==> src/rtl/alu_rs_if.sv <==
// Dispatch, CDB and issue bundle between the ALU reservation station and its neighbours.
// master = dispatch/CDB/ALU side, slave = the reservation station itself.
interface alu_rs_if #(
  parameter int ROB_WIDTH = 4
);
  logic                 in_valid;
  logic [4:0]           in_op;
  logic [31:0]          in_vj;
  logic [ROB_WIDTH-1:0] in_qj;
  logic                 in_qj_busy;
  logic [31:0]          in_vk;
  logic [ROB_WIDTH-1:0] in_qk;
  logic                 in_qk_busy;
  logic [ROB_WIDTH-1:0] in_rob_dest;
  logic [31:0]          in_true_jaddr;
  logic [31:0]          in_false_jaddr;
  logic                 full;

  logic                 cdb_valid;
  logic [ROB_WIDTH-1:0] cdb_rob;
  logic [31:0]          cdb_value;

  logic                 calc_enable;
  logic [31:0]          lhs;
  logic [31:0]          rhs;
  logic [4:0]           op;
  logic [ROB_WIDTH-1:0] rob_dep;
  logic [31:0]          true_jaddr;
  logic [31:0]          false_jaddr;

  modport master (
    output in_valid, in_op, in_vj, in_qj, in_qj_busy, in_vk, in_qk, in_qk_busy,
           in_rob_dest, in_true_jaddr, in_false_jaddr,
           cdb_valid, cdb_rob, cdb_value,
    input  full, calc_enable, lhs, rhs, op, rob_dep, true_jaddr, false_jaddr
  );

  modport slave (
    input  in_valid, in_op, in_vj, in_qj, in_qj_busy, in_vk, in_qk, in_qk_busy,
           in_rob_dest, in_true_jaddr, in_false_jaddr,
           cdb_valid, cdb_rob, cdb_value,
    output full, calc_enable, lhs, rhs, op, rob_dep, true_jaddr, false_jaddr
  );
endinterface

==> src/rtl/alu_rs.sv <==
// Reservation station in front of the integer/branch ALU: holds ops until operands arrive, issues one per cycle.
// Optional RS_WAKEUP_BYPASS_EN lets an entry issue on the same edge its last operand appears on the CDB.
module alu_rs #(
  parameter int ROB_WIDTH = 4,
  parameter int RS_SIZE   = 8
) (
  input  logic      clk_in,
  input  logic      rst_in,
  input  logic      rdy_in,
  input  logic      clear,
  alu_rs_if.slave   rs
);
  localparam int IDX_W = (RS_SIZE > 1) ? $clog2(RS_SIZE) : 1;
  localparam int CNT_W = $clog2(RS_SIZE + 1);

  typedef struct packed {
    logic [4:0]           op;
    logic [31:0]          vj;
    logic [ROB_WIDTH-1:0] qj;
    logic                 qj_busy;
    logic [31:0]          vk;
    logic [ROB_WIDTH-1:0] qk;
    logic                 qk_busy;
    logic [ROB_WIDTH-1:0] rob_dest;
    logic [31:0]          true_jaddr;
    logic [31:0]          false_jaddr;
  } entry_t;

  entry_t               ent_q [RS_SIZE];
  entry_t               ent_d [RS_SIZE];
  logic [RS_SIZE-1:0]   valid_q, valid_d;
  logic [CNT_W-1:0]     count_q, count_d;

  logic                 calc_q, calc_d;
  logic [31:0]          lhs_q, lhs_d;
  logic [31:0]          rhs_q, rhs_d;
  logic [4:0]           op_q, op_d;
  logic [ROB_WIDTH-1:0] dep_q, dep_d;
  logic [31:0]          tja_q, tja_d;
  logic [31:0]          fja_q, fja_d;

  logic [RS_SIZE-1:0]   j_hit, k_hit, ready;
  logic                 issue_found, free_found, alloc;
  logic [IDX_W-1:0]     issue_idx, free_idx;
  logic                 full;
  logic                 new_j_hit, new_k_hit;
  entry_t               new_ent;

  assign full = (count_q == CNT_W'(RS_SIZE));

  // Per-entry CDB match and readiness, all on pre-edge state.
  always_comb begin
    for (int i = 0; i < RS_SIZE; i++) begin
      j_hit[i] = valid_q[i] & ent_q[i].qj_busy & rs.cdb_valid & (ent_q[i].qj == rs.cdb_rob);
      k_hit[i] = valid_q[i] & ent_q[i].qk_busy & rs.cdb_valid & (ent_q[i].qk == rs.cdb_rob);
`ifdef RS_WAKEUP_BYPASS_EN
      ready[i] = valid_q[i] & (~ent_q[i].qj_busy | j_hit[i]) & (~ent_q[i].qk_busy | k_hit[i]);
`else
      ready[i] = valid_q[i] & ~ent_q[i].qj_busy & ~ent_q[i].qk_busy;
`endif
    end
  end

  // Lowest-index ready entry and lowest-index free slot; scanning downward lets the lowest win.
  always_comb begin
    issue_found = 1'b0;
    issue_idx   = '0;
    free_found  = 1'b0;
    free_idx    = '0;
    for (int i = RS_SIZE - 1; i >= 0; i--) begin
      if (ready[i]) begin
        issue_found = 1'b1;
        issue_idx   = IDX_W'(i);
      end
      if (!valid_q[i]) begin
        free_found = 1'b1;
        free_idx   = IDX_W'(i);
      end
    end
  end

  assign alloc = rs.in_valid & ~full & free_found;

  // Incoming entry with dispatch-time CDB capture.
  always_comb begin
    new_j_hit           = rs.in_qj_busy & rs.cdb_valid & (rs.in_qj == rs.cdb_rob);
    new_k_hit           = rs.in_qk_busy & rs.cdb_valid & (rs.in_qk == rs.cdb_rob);
    new_ent.op          = rs.in_op;
    new_ent.vj          = new_j_hit ? rs.cdb_value : rs.in_vj;
    new_ent.qj          = rs.in_qj;
    new_ent.qj_busy     = rs.in_qj_busy & ~new_j_hit;
    new_ent.vk          = new_k_hit ? rs.cdb_value : rs.in_vk;
    new_ent.qk          = rs.in_qk;
    new_ent.qk_busy     = rs.in_qk_busy & ~new_k_hit;
    new_ent.rob_dest    = rs.in_rob_dest;
    new_ent.true_jaddr  = rs.in_true_jaddr;
    new_ent.false_jaddr = rs.in_false_jaddr;
  end

  // NOTE: every signal driven here gets a hold default first, so no path infers a latch.
  always_comb begin
    valid_d = valid_q;
    ent_d   = ent_q;
    count_d = count_q;
    calc_d  = calc_q;
    lhs_d   = lhs_q;
    rhs_d   = rhs_q;
    op_d    = op_q;
    dep_d   = dep_q;
    tja_d   = tja_q;
    fja_d   = fja_q;
    if (rdy_in) begin
      if (clear) begin
        valid_d = '0;
        count_d = '0;
        calc_d  = 1'b0;
      end else begin
        for (int i = 0; i < RS_SIZE; i++) begin
          if (j_hit[i]) begin
            ent_d[i].vj      = rs.cdb_value;
            ent_d[i].qj_busy = 1'b0;
          end
          if (k_hit[i]) begin
            ent_d[i].vk      = rs.cdb_value;
            ent_d[i].qk_busy = 1'b0;
          end
        end
        // Reading the woken copy gives the CDB value when the bypass readiness path fired.
        calc_d = issue_found;
        if (issue_found) begin
          lhs_d              = ent_d[issue_idx].vj;
          rhs_d              = ent_d[issue_idx].vk;
          op_d               = ent_d[issue_idx].op;
          dep_d              = ent_d[issue_idx].rob_dest;
          tja_d              = ent_d[issue_idx].true_jaddr;
          fja_d              = ent_d[issue_idx].false_jaddr;
          valid_d[issue_idx] = 1'b0;
        end
        if (alloc) begin
          ent_d[free_idx]   = new_ent;
          valid_d[free_idx] = 1'b1;
        end
        count_d = count_q + CNT_W'(alloc) - CNT_W'(issue_found);
      end
    end
  end

  // NOTE: sequential state uses non-blocking assignment so every register samples pre-edge values.
  always_ff @(posedge clk_in or negedge rst_in) begin
    if (!rst_in) begin
      valid_q <= '0;
      count_q <= '0;
      calc_q  <= 1'b0;
      lhs_q   <= '0;
      rhs_q   <= '0;
      op_q    <= 5'b11111;
      dep_q   <= '0;
      tja_q   <= '0;
      fja_q   <= '0;
    end else begin
      valid_q <= valid_d;
      count_q <= count_d;
      calc_q  <= calc_d;
      lhs_q   <= lhs_d;
      rhs_q   <= rhs_d;
      op_q    <= op_d;
      dep_q   <= dep_d;
      tja_q   <= tja_d;
      fja_q   <= fja_d;
    end
  end

  // NOTE: entry payload is not reset; it is only ever read behind its valid bit.
  always_ff @(posedge clk_in) begin
    ent_q <= ent_d;
  end

  assign rs.full        = full;
  assign rs.calc_enable = calc_q;
  assign rs.lhs         = lhs_q;
  assign rs.rhs         = rhs_q;
  assign rs.op          = op_q;
  assign rs.rob_dep     = dep_q;
  assign rs.true_jaddr  = tja_q;
  assign rs.false_jaddr = fja_q;
endmodule
==> src/flat_wrapper.sv <==
// flat-port wrapper written by rule: the top's interface ports become plain ports
module alu_rs_flat 
#(
  parameter int ROB_WIDTH = 4,
  parameter int RS_SIZE   = 8
)
  (clk_in, rst_in, rdy_in, clear, rs_in_valid, rs_in_op, rs_in_vj, rs_in_qj, rs_in_qj_busy, rs_in_vk, rs_in_qk, rs_in_qk_busy, rs_in_rob_dest, rs_in_true_jaddr, rs_in_false_jaddr, rs_cdb_valid, rs_cdb_rob, rs_cdb_value, rs_full, rs_calc_enable, rs_lhs, rs_rhs, rs_op, rs_rob_dep, rs_true_jaddr, rs_false_jaddr);
  alu_rs_if #(.ROB_WIDTH(ROB_WIDTH)) rs_i ();
  input  logic clk_in;
  input  logic rst_in;
  input  logic rdy_in;
  input  logic clear;
  input wire logic [$bits(rs_i.in_valid)-1:0] rs_in_valid;
  input wire logic [$bits(rs_i.in_op)-1:0] rs_in_op;
  input wire logic [$bits(rs_i.in_vj)-1:0] rs_in_vj;
  input wire logic [$bits(rs_i.in_qj)-1:0] rs_in_qj;
  input wire logic [$bits(rs_i.in_qj_busy)-1:0] rs_in_qj_busy;
  input wire logic [$bits(rs_i.in_vk)-1:0] rs_in_vk;
  input wire logic [$bits(rs_i.in_qk)-1:0] rs_in_qk;
  input wire logic [$bits(rs_i.in_qk_busy)-1:0] rs_in_qk_busy;
  input wire logic [$bits(rs_i.in_rob_dest)-1:0] rs_in_rob_dest;
  input wire logic [$bits(rs_i.in_true_jaddr)-1:0] rs_in_true_jaddr;
  input wire logic [$bits(rs_i.in_false_jaddr)-1:0] rs_in_false_jaddr;
  input wire logic [$bits(rs_i.cdb_valid)-1:0] rs_cdb_valid;
  input wire logic [$bits(rs_i.cdb_rob)-1:0] rs_cdb_rob;
  input wire logic [$bits(rs_i.cdb_value)-1:0] rs_cdb_value;
  output wire logic [$bits(rs_i.full)-1:0] rs_full;
  output wire logic [$bits(rs_i.calc_enable)-1:0] rs_calc_enable;
  output wire logic [$bits(rs_i.lhs)-1:0] rs_lhs;
  output wire logic [$bits(rs_i.rhs)-1:0] rs_rhs;
  output wire logic [$bits(rs_i.op)-1:0] rs_op;
  output wire logic [$bits(rs_i.rob_dep)-1:0] rs_rob_dep;
  output wire logic [$bits(rs_i.true_jaddr)-1:0] rs_true_jaddr;
  output wire logic [$bits(rs_i.false_jaddr)-1:0] rs_false_jaddr;
  assign rs_i.in_valid = rs_in_valid;
  assign rs_i.in_op = rs_in_op;
  assign rs_i.in_vj = rs_in_vj;
  assign rs_i.in_qj = rs_in_qj;
  assign rs_i.in_qj_busy = rs_in_qj_busy;
  assign rs_i.in_vk = rs_in_vk;
  assign rs_i.in_qk = rs_in_qk;
  assign rs_i.in_qk_busy = rs_in_qk_busy;
  assign rs_i.in_rob_dest = rs_in_rob_dest;
  assign rs_i.in_true_jaddr = rs_in_true_jaddr;
  assign rs_i.in_false_jaddr = rs_in_false_jaddr;
  assign rs_i.cdb_valid = rs_cdb_valid;
  assign rs_i.cdb_rob = rs_cdb_rob;
  assign rs_i.cdb_value = rs_cdb_value;
  assign rs_full = rs_i.full;
  assign rs_calc_enable = rs_i.calc_enable;
  assign rs_lhs = rs_i.lhs;
  assign rs_rhs = rs_i.rhs;
  assign rs_op = rs_i.op;
  assign rs_rob_dep = rs_i.rob_dep;
  assign rs_true_jaddr = rs_i.true_jaddr;
  assign rs_false_jaddr = rs_i.false_jaddr;
  alu_rs #(.ROB_WIDTH(ROB_WIDTH), .RS_SIZE(RS_SIZE)) u_core (.clk_in(clk_in), .rst_in(rst_in), .rdy_in(rdy_in), .clear(clear), .rs(rs_i));
endmodule
==> config.mk <==
export PLATFORM = sky130hd
export DESIGN_NAME = alu_rs_flat
export DESIGN_NICKNAME = d
export VERILOG_FILES = /design/src/rtl/alu_rs_if.sv /design/src/rtl/alu_rs.sv /design/src/flat_wrapper.sv
export SDC_FILE = /design/constraint.sdc
export NUM_CORES = 2
export LEC_CHECK = 0
export CORE_MARGIN = 10
export CORE_UTILIZATION = 65
export CTS_CLUSTER_SIZE = 20
export DETAILED_ROUTE_END_ITERATION = 6
export DONT_BUFFER_PORTS = 1
export GPL_ROUTABILITY_DRIVEN = 0
export PLACE_DENSITY = 0.78
export SKIP_LAST_GASP = 1
export SYNTH_ARGS = -nofsm -noshare
export SYNTH_HDL_FRONTEND = slang
export SYNTH_SLANG_ARGS = --single-unit
==> constraint.sdc <==
create_clock -name clk_in -period 13.75 [get_ports clk_in]
set_input_delay 4.125 -clock clk_in [delete_from_list [all_inputs] [get_ports clk_in]]
set_output_delay 4.125 -clock clk_in [all_outputs]
set_load 0.02 [all_outputs]
; Word level (Yosys, flattened, before mapping)
; Cells that the tools add are included.
[word_totals]
register_bits = 1326
inputBits = 189
out_inout_bits = 139
elab_cells = 368
[op_classes]
add_sub_neg = 2
magnitude_cmp = 7
n_eq_ne = 19
muxes = 148
bitwise = 97
reduce_logical = 6
[op_table]
columns = operator, count
row1 = $mux W32, 50
row2 = $bwmux W1176, 1
row3 = $mux W1171, 1
row4 = $bmux W147 S3, 1
row5 = $demux W147 S3, 1
row6 = $mux W147, 3
row7 = $and A1 B1 Y1, 72
row8 = $eq A4 B4 Y1, 18
row9 = $mux W1, 67
row10 = $mux W3, 16
row11 = $mux W8, 5
row12 = $not A1 Y1, 20
row13 = $and A8 B8 Y8, 1
row14 = $ge A4 B4 Y1 const B, 2
row15 = $lt A3 B4 Y1 const B, 2
row16 = $not A3 Y4, 2
row17 = $not A8 Y8, 1
row18 = $or A8 B8 Y8, 1
row19 = $demux W1 S3, 2
row20 = $ge A3 B1 Y1 const B, 2
row21 = $reduce_and A3 Y1, 2
row22 = $add A4 B1 Y4, 1
row23 = $eq A4 B4 Y1 const B, 1
row24 = $lt A4 B1 Y1 const B, 1
row25 = other kinds (4), 6

; Logic depth before layout (Yosys ltp)
[depth]
ltp_word = 23
mapped_depth = 12
depth_no_buf = 11

; Least setup slack after synthesis
; OpenSTA, ideal clock, no wires.
[synth_timing]
path_type = input port to flip-flop
start = input clear
end = register u_core.rhs_q[30], in the netlist u_core.rs.rhs[30]
t_arrival_ns = 17.463
required_ns = 13.604
setup_slack_ns = -3.859
path_stages = 6
path_buffers = 1
path_cell_list = nand2b_1 -> inv_1 -> nand2_1 -> clkbuf_1 -> nand2_1 -> o221ai_1
[synth_between]
elab_chain_len = 2
[synth_rtl]
columns = element, line_no
row1 = from (decl), flat_wrapper.sv:12  ; input logic clear;
row2 = $not A1 Y1 (no line), n/a
row3 = $reduce_and A3 Y1 (no line), n/a
row4 = to (signal assigned), alu_rs.sv:165  ; rhs_q <= rhs_d;
row5 = to (decl), alu_rs.sv:36  ; logic [31:0] rhs_q, rhs_d;
; Every way passes these cells.
; A chain may end at the register's enable or synchronous reset.

; Final worst setup path
[layout_timing]
start = input rs_in_valid
end = register u_core.ent_q[462] in the netlist's numbering (enable)
[layout_between]
elab_chain_len = 3
[layout_rtl]
columns = element, line_no
row1 = from (decl), flat_wrapper.sv:13  ; input wire logic [$bits(rs_i.in_valid)-1:0] rs_in_valid;
row2 = $and A1 B1 Y1 (2 in series), alu_rs.sv:82  ; assign alloc = rs.in_valid & ~full & free_found;
row3 = $reduce_and A3 Y1 (no line), n/a
row4 = to (signal assigned), alu_rs.sv:175  ; ent_q <= ent_d;
row5 = to (decl), alu_rs.sv:29  ; entry_t ent_q [RS_SIZE];
; Every way passes these cells.

==> impl_metrics.tcl <==
set metrics [dict create \
    synthDistinctLibCells 67 \
    hold_end "u_core.count_q[3]" \
    start_util 0.658 \
    rr_endpoint "u_core.ent_q[462]" \
    crit_path_start_kind "input port" \
    ir_drop_mv 0.148 \
    yosysSeqAreaShare 0.624 \
    netlist_instances 4861 \
    path_clk_slew_ps 60 \
    drive_above_1_share 0.0933 \
    critical_path.max_fanout 58 \
    synth_area_per_cell_um2 12.9 \
    wl_per_cell_um 30.4 \
    synth_ff_type "edfxtp_1" \
    fin_skew_ps 28.2 \
    postRouteAntennaNets 0 \
    cp-end-kind "flop" \
    maxCapViolations 0 \
    r2r_cells 7 \
    violations "design-rule violations" \
    finalPower_w 0.00976 \
    vias 43200 \
    path_class "in -> reg" \
    cts_resized 0 \
    post_cts_buffers 0 \
    netlist_area_um2 62700 \
    cts_tree "yes" \
    r2r_slack_ps 9070 \
    die-width_um 330 \
    outcome "finished, violations left" \
    nNetsFinal 4816 \
    grt-ovfl-total 0 \
    power_leakage_nw 28.0 \
    yosysWarnings 0 \
    fmax_mhz 142 \
    cts_hold_buffers 0 \
    drv_slew 0 \
    io_buffers 0 \
    num_io_pins 328 \
    drt-total-wl_mm 183 \
    die_height_um 330 \
    synth-edff-count 1176 \
    drt_iter0_drc 6727 \
    fp-row-count 113 \
    max_stage_delay_ps 870 \
    grt_pass1_vias 42700 \
    numCtsBuffers 139 \
    track_usage 0.326 \
    clock-sinks 1326 \
    drc 3 \
    setup_viol 0 \
    fillers 6455 \
    yosysTopAreaCell "edfxtp_1" \
    vias_per_cell 7.19 \
    synthArstFlopShare 0.113 \
    netlist.area_leader.share 0.564 \
    min_period_over_period 0.512 \
    crit_arrival_ps 7410 \
    ys_ff_latch 1326 \
    hp-start "u_core.count_q[3]" \
    crit_family "simple AND/OR/NAND/NOR gates" \
    final_hold_viol_count 0 \
    slew_headroom 0.0918 \
    cp_cell_sequence "nand4_2 -> nor3b_2 -> nand2_4 -> nor2_4 -> buf_4" \
    htree_levels 4 \
    rsz0062_at_grt "no" \
    clockBufferDepth 3 \
    preCtsSetupSlack_ps 6000 \
    cellPowerDensity_nw_per_um2 145 \
    clkLatencyLatePin_ps 760 \
    antenna_found_initial 6 \
    setup_ws_ps 6710 \
    firstDrtPassIters 7 \
    cp.required_ps 14120 \
    hold_depth 1 \
    setup-tns-final_ps 0 \
    cts-root-buf "clkbuf_16" \
    final_util 0.707 \
    yosys-top-cells-count "edfxtp_1, nor2_1, mux2i_1, o22ai_1, clkbuf_1" \
    post-synth-top-count-cell "edfxtp_1" \
    path_buf_inv 1 \
    syn_nets 5056 \
    period_needed_ps 7040 \
    tightest_slew_ps 1360 \
    place_hpwl_mm 99.7 \
    min_path_type "reg -> reg" \
    area_growth_pct 7.49 \
    core_um2 95300 \
    grt_max_degree 174 \
    r2r_start "u_core.count_q[3]" \
    grt_pass1_wl_mm 269 \
    dieArea_um2 109000 \
    placed_cell_area_um2 62800 \
    synth_area_leaders "edfxtp_1, mux2i_1, dfrtp_1" \
    slowest_stage "nor2_4" \
    final_cell_area_um2 67400 \
]
## kinds of logic after synthesis
group / share of synthesized area
fa+ha+maj: 0.00132
xor+xnor: 0.00950
simple gates: 0.0674
compound gates: 0.113
flops: 0.624
buf+inv: 0.0389
mux: 0.146
## worst max path at each step
stage	slack, ps	startpoint	end	cells past startpoint
floorplan	580	clear	u_core.rs.lhs[10]	6
global placement	6050	rs_in_valid	u_core.ent_q[460]	5
detailed placement	6000	rs_in_valid	u_core.ent_q[460]	5
CTS	6830	rs_in_valid	u_core.ent_q[460]	5
global route	6600	rs_in_valid	u_core.ent_q[460]	5
finish	6710	rs_in_valid	u_core.ent_q[462]	5
## power by group
group	switching [W]	total, W	leakage (nW)	internal [W]
registers	0.000527	0.00526	12.6	0.00473
logic	0.000440	0.000755	13.2	0.000314
clock network	0.00158	0.00374	2.20	0.00216
total	0.00255	0.00976	28.0	0.00721
## layout by cell type (no fill, tap or decap), drive strengths merged, types with 3 or more instances in the layout
cell / count
edfxtp: 1176
nor2: 868
mux2i: 833
o22ai: 578
clkbuf: 200
a21oi: 168
a222oi: 148
dfrtp: 145
nand2: 91
buf: 80
mux2: 73
o221ai: 64
xor2: 45
clkinv: 43
o21ai: 31
xnor2: 23
inv: 23
nand3: 22
nand4: 19
or4: 14
a21o: 11
bufinv: 9
o21a: 9
nor3b: 6
nand2b: 6
ha: 5
dfstp: 5
o211ai: 5
a31o: 4
diode: 3
or3b: 3
clkinvlp: 3
nand3b: 3
nor2b: 3
## layer usage
metal  wire length (µm)  GRT usage  up-vias  part of all wire
li1                   -          -    18300                 -
met1              63800      0.396    21300              0.35
met2              86700      0.521     2975              0.47
met3              22300      0.101      611              0.12
met4               9820      0.173        8             0.054
met5                 52          0        -           0.00028
## area by class of cell
class | instances | area, µm² | area share
Sequential cell | 1326 | 39100 | 0.580
Multi-Input combinational cell | 3054 | 21500 | 0.319
Clock buffer | 200 | 3910 | 0.0581
Tap cell | 1265 | 1580 | 0.0235
Timing Repair Buffer | 80 | 626 | 0.00929
Clock inverter | 58 | 624 | 0.00927
Inverter | 20 | 78.8 | 0.00117
Antenna cell | 3 | 7.51 | 0.000111
## flip-flops by register name (all words and copies together), names as in the netlist
name	count
u_core.rs.false_jaddr	32
u_core.rs.op	5
u_core.ent_q	1176
u_core.rs.rob_dep	4
u_core.rs.rhs	32
u_core.rs.true_jaddr	32
u_core.rs.calc_enable	1
u_core.count_q	4
u_core.rs.lhs	32
u_core.valid_q	8
## through the flow
step / hold WS (ps) / std cells
2_1_floorplan: 483 / 4861
3_3_place_gp: 518 / 5745
3_5_place_dp: 508 / 5745
4_1_cts: 525 / 6003
5_1_grt: 570 / 6003
6_report: 529 / 6006
Power figures use the tool's default switching activity.
